==> src/rtl/display_pkg.sv <==
// rtl/display_pkg.sv - segment patterns shared by the BCD display scanner
package display_pkg;

    // seg[0]=a .. seg[6]=g, active-high
    localparam logic [6:0] SEG_0     = 7'h3F;
    localparam logic [6:0] SEG_1     = 7'h06;
    localparam logic [6:0] SEG_2     = 7'h5B;
    localparam logic [6:0] SEG_3     = 7'h4F;
    localparam logic [6:0] SEG_4     = 7'h66;
    localparam logic [6:0] SEG_5     = 7'h6D;
    localparam logic [6:0] SEG_6     = 7'h7D;
    localparam logic [6:0] SEG_7     = 7'h07;
    localparam logic [6:0] SEG_8     = 7'h7F;
    localparam logic [6:0] SEG_9     = 7'h6F;
    localparam logic [6:0] SEG_DASH  = 7'h40;
    localparam logic [6:0] SEG_BLANK = 7'h00;

endpackage

==> src/rtl/bcd_to_seg7.sv <==
// rtl/bcd_to_seg7.sv - combinational BCD digit to 7-segment encoder
module bcd_to_seg7
    import display_pkg::*;
(
    input  logic [3:0] bcd,
    output logic [6:0] seg
);

    always_comb begin
        seg = SEG_DASH;
        case (bcd)
            4'd0: seg = SEG_0;
            4'd1: seg = SEG_1;
            4'd2: seg = SEG_2;
            4'd3: seg = SEG_3;
            4'd4: seg = SEG_4;
            4'd5: seg = SEG_5;
            4'd6: seg = SEG_6;
            4'd7: seg = SEG_7;
            4'd8: seg = SEG_8;
            4'd9: seg = SEG_9;
            default: seg = SEG_DASH;
        endcase
    end

endmodule

==> src/rtl/bcd_display_scanner.sv <==
// rtl/bcd_display_scanner.sv - double-buffered multiplexed 7-segment scanner for BCD counters
module bcd_display_scanner
    import display_pkg::*;
#(
    parameter int NUM_DIGITS  = 4,
    parameter int REFRESH_DIV = 1000,
    parameter bit BLANK_LEAD  = 1'b1
)
(
    input  logic                    clk,
    input  logic                    reset_n,
    input  logic                    load,
    input  logic [4*NUM_DIGITS-1:0] bcd_in,
    input  logic [NUM_DIGITS-1:0]   dp_in,
    output logic [6:0]              seg,
    output logic                    dp,
    output logic [NUM_DIGITS-1:0]   an,
    output logic                    frame_done
);

    localparam int PW = (REFRESH_DIV > 1) ? $clog2(REFRESH_DIV) : 1;
    localparam int IW = (NUM_DIGITS > 1) ? $clog2(NUM_DIGITS) : 1;
    localparam logic [PW-1:0] PRESC_MAX = PW'(REFRESH_DIV - 1);
    localparam logic [IW-1:0] IDX_MAX   = IW'(NUM_DIGITS - 1);

    logic [PW-1:0]           presc;
    logic [IW-1:0]           idx;
    logic [4*NUM_DIGITS-1:0] disp_reg;
    logic [NUM_DIGITS-1:0]   disp_dp;
    logic [4*NUM_DIGITS-1:0] pend_val;
    logic [NUM_DIGITS-1:0]   pend_dp;
    logic                    pend;

    logic                    tick;
    logic                    wrap;
    logic [NUM_DIGITS-1:0]   blank;
    logic                    all_zero;
    logic [3:0]              cur_digit;
    logic                    cur_dp;
    logic                    cur_blank;
    logic [6:0]              enc_seg;

    assign tick = (presc == PRESC_MAX);
    assign wrap = tick && (idx == IDX_MAX);

    // A digit is a leading zero only if it and every digit above it are zero.
    always_comb begin
        blank    = '0;
        all_zero = 1'b1;
        for (int i = NUM_DIGITS - 1; i > 0; i--) begin
            all_zero = all_zero && (disp_reg[4*i +: 4] == 4'd0);
            blank[i] = BLANK_LEAD && all_zero && !disp_dp[i];
        end
    end

    always_comb begin
        cur_digit = 4'd0;
        cur_dp    = 1'b0;
        cur_blank = 1'b0;
        for (int i = 0; i < NUM_DIGITS; i++) begin
            if (idx == IW'(i)) begin
                cur_digit = disp_reg[4*i +: 4];
                cur_dp    = disp_dp[i];
                cur_blank = blank[i];
            end
        end
    end

    bcd_to_seg7 u_enc (
        .bcd (cur_digit),
        .seg (enc_seg)
    );

    always_ff @(posedge clk) begin
        if (!reset_n) begin
            presc      <= '0;
            idx        <= '0;
            disp_reg   <= '0;
            disp_dp    <= '0;
            pend_val   <= '0;
            pend_dp    <= '0;
            pend       <= 1'b0;
            seg        <= SEG_BLANK;
            dp         <= 1'b0;
            an         <= '0;
            frame_done <= 1'b0;
        end else begin
            presc <= tick ? '0 : presc + 1'b1;
            if (tick) begin
                idx <= (idx == IDX_MAX) ? '0 : idx + 1'b1;
            end

            if (load) begin
                pend_val <= bcd_in;
                pend_dp  <= dp_in;
                pend     <= 1'b1;
            end

            // The visible value only changes between frames so a frame never tears.
            if (wrap) begin
                if (load) begin
                    disp_reg <= bcd_in;
                    disp_dp  <= dp_in;
                    pend     <= 1'b0;
                end else if (pend) begin
                    disp_reg <= pend_val;
                    disp_dp  <= pend_dp;
                    pend     <= 1'b0;
                end
            end

            an         <= NUM_DIGITS'(1) << idx;
            seg        <= cur_blank ? SEG_BLANK : enc_seg;
            dp         <= cur_dp;
            frame_done <= wrap;
        end
    end

endmodule
==> config.mk <==
export PLATFORM = sky130hd
export DESIGN_NAME = bcd_display_scanner
export DESIGN_NICKNAME = d
export VERILOG_FILES = /design/src/rtl/display_pkg.sv /design/src/rtl/bcd_to_seg7.sv /design/src/rtl/bcd_display_scanner.sv
export SDC_FILE = /design/constraint.sdc
export NUM_CORES = 1
export LEC_CHECK = 0
export ABC_AREA = 1
export CORE_ASPECT_RATIO = 1.75
export CORE_MARGIN = 2
export CORE_UTILIZATION = 45
export DETAILED_ROUTE_END_ITERATION = 10
export HOLD_SLACK_MARGIN = 0.08
export PLACE_DENSITY = 0.77
export SYNTH_ARGS = -nofsm -noshare
export SYNTH_HDL_FRONTEND = slang
export SYNTH_SLANG_ARGS = --single-unit
==> constraint.sdc <==
create_clock -name clk -period 4.9 [get_ports clk]
set_input_delay 0.735 -clock clk [delete_from_list [all_inputs] [get_ports clk]]
set_output_delay 0.735 -clock clk [all_outputs]
set_load 0.02 [all_outputs]
==> results.py <==
metrics = {
    "status": {
        "run_status": "complete, no violations",
    },
    "worst_setup_path": {
        "cp.arrival_ns": 3.26,
        "crit_fanout": 31,
        "crit_family": "adder cells",
        "reg2reg_setup_slack_ns": 1.91,
        "worst-setup-path-type": "flip-flop to flip-flop",
        "timing.critical_path.cells": "ha_1 > nor2_1 > a21boi_0 > inv_1 > ha_1 > inv_1 > nand3_1 > nand2_1 > nand2_1 > a21oi_1",
        "critPathBufInv": 2,
        "crit_path_top_delay_cell": "sky130_fd_sc_hd__ha_1",
        "critical-path-max-stage-delay_ns": 0.93,
        "cp-end-kind": "flip-flop",
        "start_kind": "flip-flop",
        "timing.critical_path.required_ns": 5.17,
    },
    "sta": {
        "final-max-slew-violation-count": 0,
        "final.min_clock_period_ns": 2.99,
        "worst-slew-pin-transition_ns": 1.11,
        "max_freq_mhz": 334,
        "report.final.hold_viol_count": 0,
        "relSlewSlack_pct": 25.7,
        "min_period_over_period_pct": 61.0,
        "setup_viol_count_final": 0,
        "clock-skew-final_ns": 0.0105,
        "rsz0062_at_grt": "no",
        "final.setup.tns_ns": 0,
    },
    "global_routing": {
        "grt_antenna_before_repair": 0,
        "number_of_global_route_vias_before_repair": 2410,
        "grt_ovf": 0,
        "pin_count_of_the_biggest_net_entering_global_routing": 32,
        "grt_pass1_wl_um": 10200,
        "grt.total_usage_pct": 18.6,
    },
    "synth": {
        "synthCells": 372,
        "synth_top_area_share_pct": 45.9,
        "synth.cell_area_um2": 2880,
        "synth-edff-count": 0,
        "post_synthesis_average_cell_area_um2": 7.74,
        "synth.cells.most_frequent": "sky130_fd_sc_hd__nor2_1, sky130_fd_sc_hd__nand2_1, sky130_fd_sc_hd__dfxtp_1",
        "synth-seq-area-share_pct": 45.9,
        "post_synth_num_cell_types": 27,
        "synth-main-ff-cell": "sky130_fd_sc_hd__dfxtp_1",
        "mappedNetlistNets": 406,
        "yosys_warnings": 0,
        "postSynthRegisterBits": 66,
        "yosys-top-cells-area": "sky130_fd_sc_hd__dfxtp_1, sky130_fd_sc_hd__nor2_1, sky130_fd_sc_hd__nand2_1, sky130_fd_sc_hd__mux2i_1, sky130_fd_sc_hd__ha_1",
        "synth.most_common_cell": "sky130_fd_sc_hd__nor2_1",
        "synth_top_area_cell": "sky130_fd_sc_hd__dfxtp_1",
        "postSynth.asyncResetShare_pct": 0,
    },
    "floorplanning": {
        "pin_count": 36,
        "die_h_um": 110,
        "fp.dieArea_um2": 7080,
        "number_of_placement_rows": 38,
        "die_width_um": 64.5,
        "core_um2": 6180,
        "initial_cell_density_of_the_core_pct": 46.6,
    },
    "cts": {
        "cts.sink_count": 66,
        "cts_tree": "yes",
        "clkTransAtPathRegs_ns": 0.07,
        "ctsHtreeMaxLevel": 3,
        "post_cts.repair.setup_buffers": 0,
        "postCtsResizedCells": 0,
        "cts_root_buf": "sky130_fd_sc_hd__clkbuf_8",
        "cts_hold_buf": 0,
        "cts_made_buffers": 9,
        "clock_latency_ns": 0.34,
        "clock_buffer_depth": 2,
    },
    "power_and_ir_drop": {
        "power.density_nw_per_um2": 307,
        "ir_worst_vdd_v": 0.000198,
        "power.static_leakage_uw": 0.00150,
        "power_uw": 1060,
    },
    "cells_and_area": {
        "final_layout_size_suffix_gt1_share_pct": 5.16,
        "final-seq-area_um2": 1320,
        "num_antenna_cells": 0,
        "area_delta_synth_final_pct": 19.9,
        "design.final.nets": 439,
        "fillerInstances": 597,
        "multiInputGateArea_um2": 1400,
    },
    "placed_design": {
        "io_buffer_count": 35,
        "detailedPlacementHpwl_um": 4130,
        "globalplace.congestion": 0.899,
    },
    "drt": {
        "drt_first_iter_violations": 129,
        "drt.antenna.violating_nets": 0,
        "routed_wl_um": 5870,
        "dr_total_vias": 2478,
        "avg_vias_per_cell": 5.09,
        "drc": 0,
        "detail_route.wl_per_cell_um": 12.0,
        "drt_pre_antenna_iters": 5,
    },
    "min_path": {
        "hold_path.class": "flip-flop to flip-flop",
    },
    "run": {
        "max-cap-violations": 0,
    },
}
## cell usage in the layout (no fill, tap or decap), types with 3 or more instances in the layout
master	instances
sky130_fd_sc_hd__and3_1	3
sky130_fd_sc_hd__nor3_1	6
sky130_fd_sc_hd__ha_1	11
sky130_fd_sc_hd__nand3_1	13
sky130_fd_sc_hd__buf_4	3
sky130_fd_sc_hd__dfxtp_1	66
sky130_fd_sc_hd__nand2_1	70
sky130_fd_sc_hd__o21ai_0	5
sky130_fd_sc_hd__a21oi_1	18
sky130_fd_sc_hd__mux2i_1	20
sky130_fd_sc_hd__clkdlybuf4s50_1	35
sky130_fd_sc_hd__nand4_1	21
sky130_fd_sc_hd__inv_1	19
sky130_fd_sc_hd__nor2_1	91
sky130_fd_sc_hd__clkbuf_8	10
sky130_fd_sc_hd__xor2_1	3
## cell families after synthesis
group                    synth area share (%)
AO/OA/AOI/OAI                            4.52
XOR/XNOR                                0.913
adder cells (fa/ha/maj)                  4.78
buffers and inverters                    5.56
flip-flops                               45.9
multiplexers                             6.96
AND/OR/NAND/NOR                          31.3
## path summary, 6_finish.rpt
check / cells past startpoint / endpoint / from
setup / recovery: 10 / seg[3] / idx[0]
setup reg to reg: 10 / seg[3] / idx[0]
hold / removal: 1 / presc[0] / presc[0]
hold reg to reg: 1 / presc[0] / presc[0]
## per-stage QoR
stage / worst slack (ns) / area [um2] / std cells / util, % / hold slack (ns)
floorplan: 2.78 / 2880 / 372 / - / 0.418
global placement: 2.18 / 3270 / 474 / 52.9 / 0.428
detailed placement: 1.99 / 3270 / 474 / 52.9 / 0.449
CTS: 1.96 / 3450 / 487 / 55.8 / 0.471
global route: 1.60 / 3450 / 487 / 55.8 / 0.499
finish: 1.91 / 3450 / 487 / 55.8 / 0.463
## report_power, final
group	switching (uW)	leakage, uW	internal (uW)
clock	189	0.0000901	239
sequential	4.66	0.000539	552
combinational	37.7	0.000873	35.9
## per-layer routing
| layer | vias to the layer above | track usage [%] | routed length [um] |
|---|---|---|---|
| met3 | 9 | 5.02 | 266 |
| met1 | 1132 | 19.9 | 2390 |
| li1 | 1273 | - | - |
| met5 | - | 0 | 0 |
| met2 | 64 | 32.9 | 3120 |
| met4 | 0 | 10.5 | 96 |
## final cells by class
class,count,share of cell area (%)
inverters,21,2.29
clock inverters,3,1.23
clock buffers,10,3.99
flip-flops and latches,66,38.3
well taps,80,2.90
multi-input cells,269,40.5
repair buffers,38,10.8
Note: power is estimated with default switching activity, not from simulation.
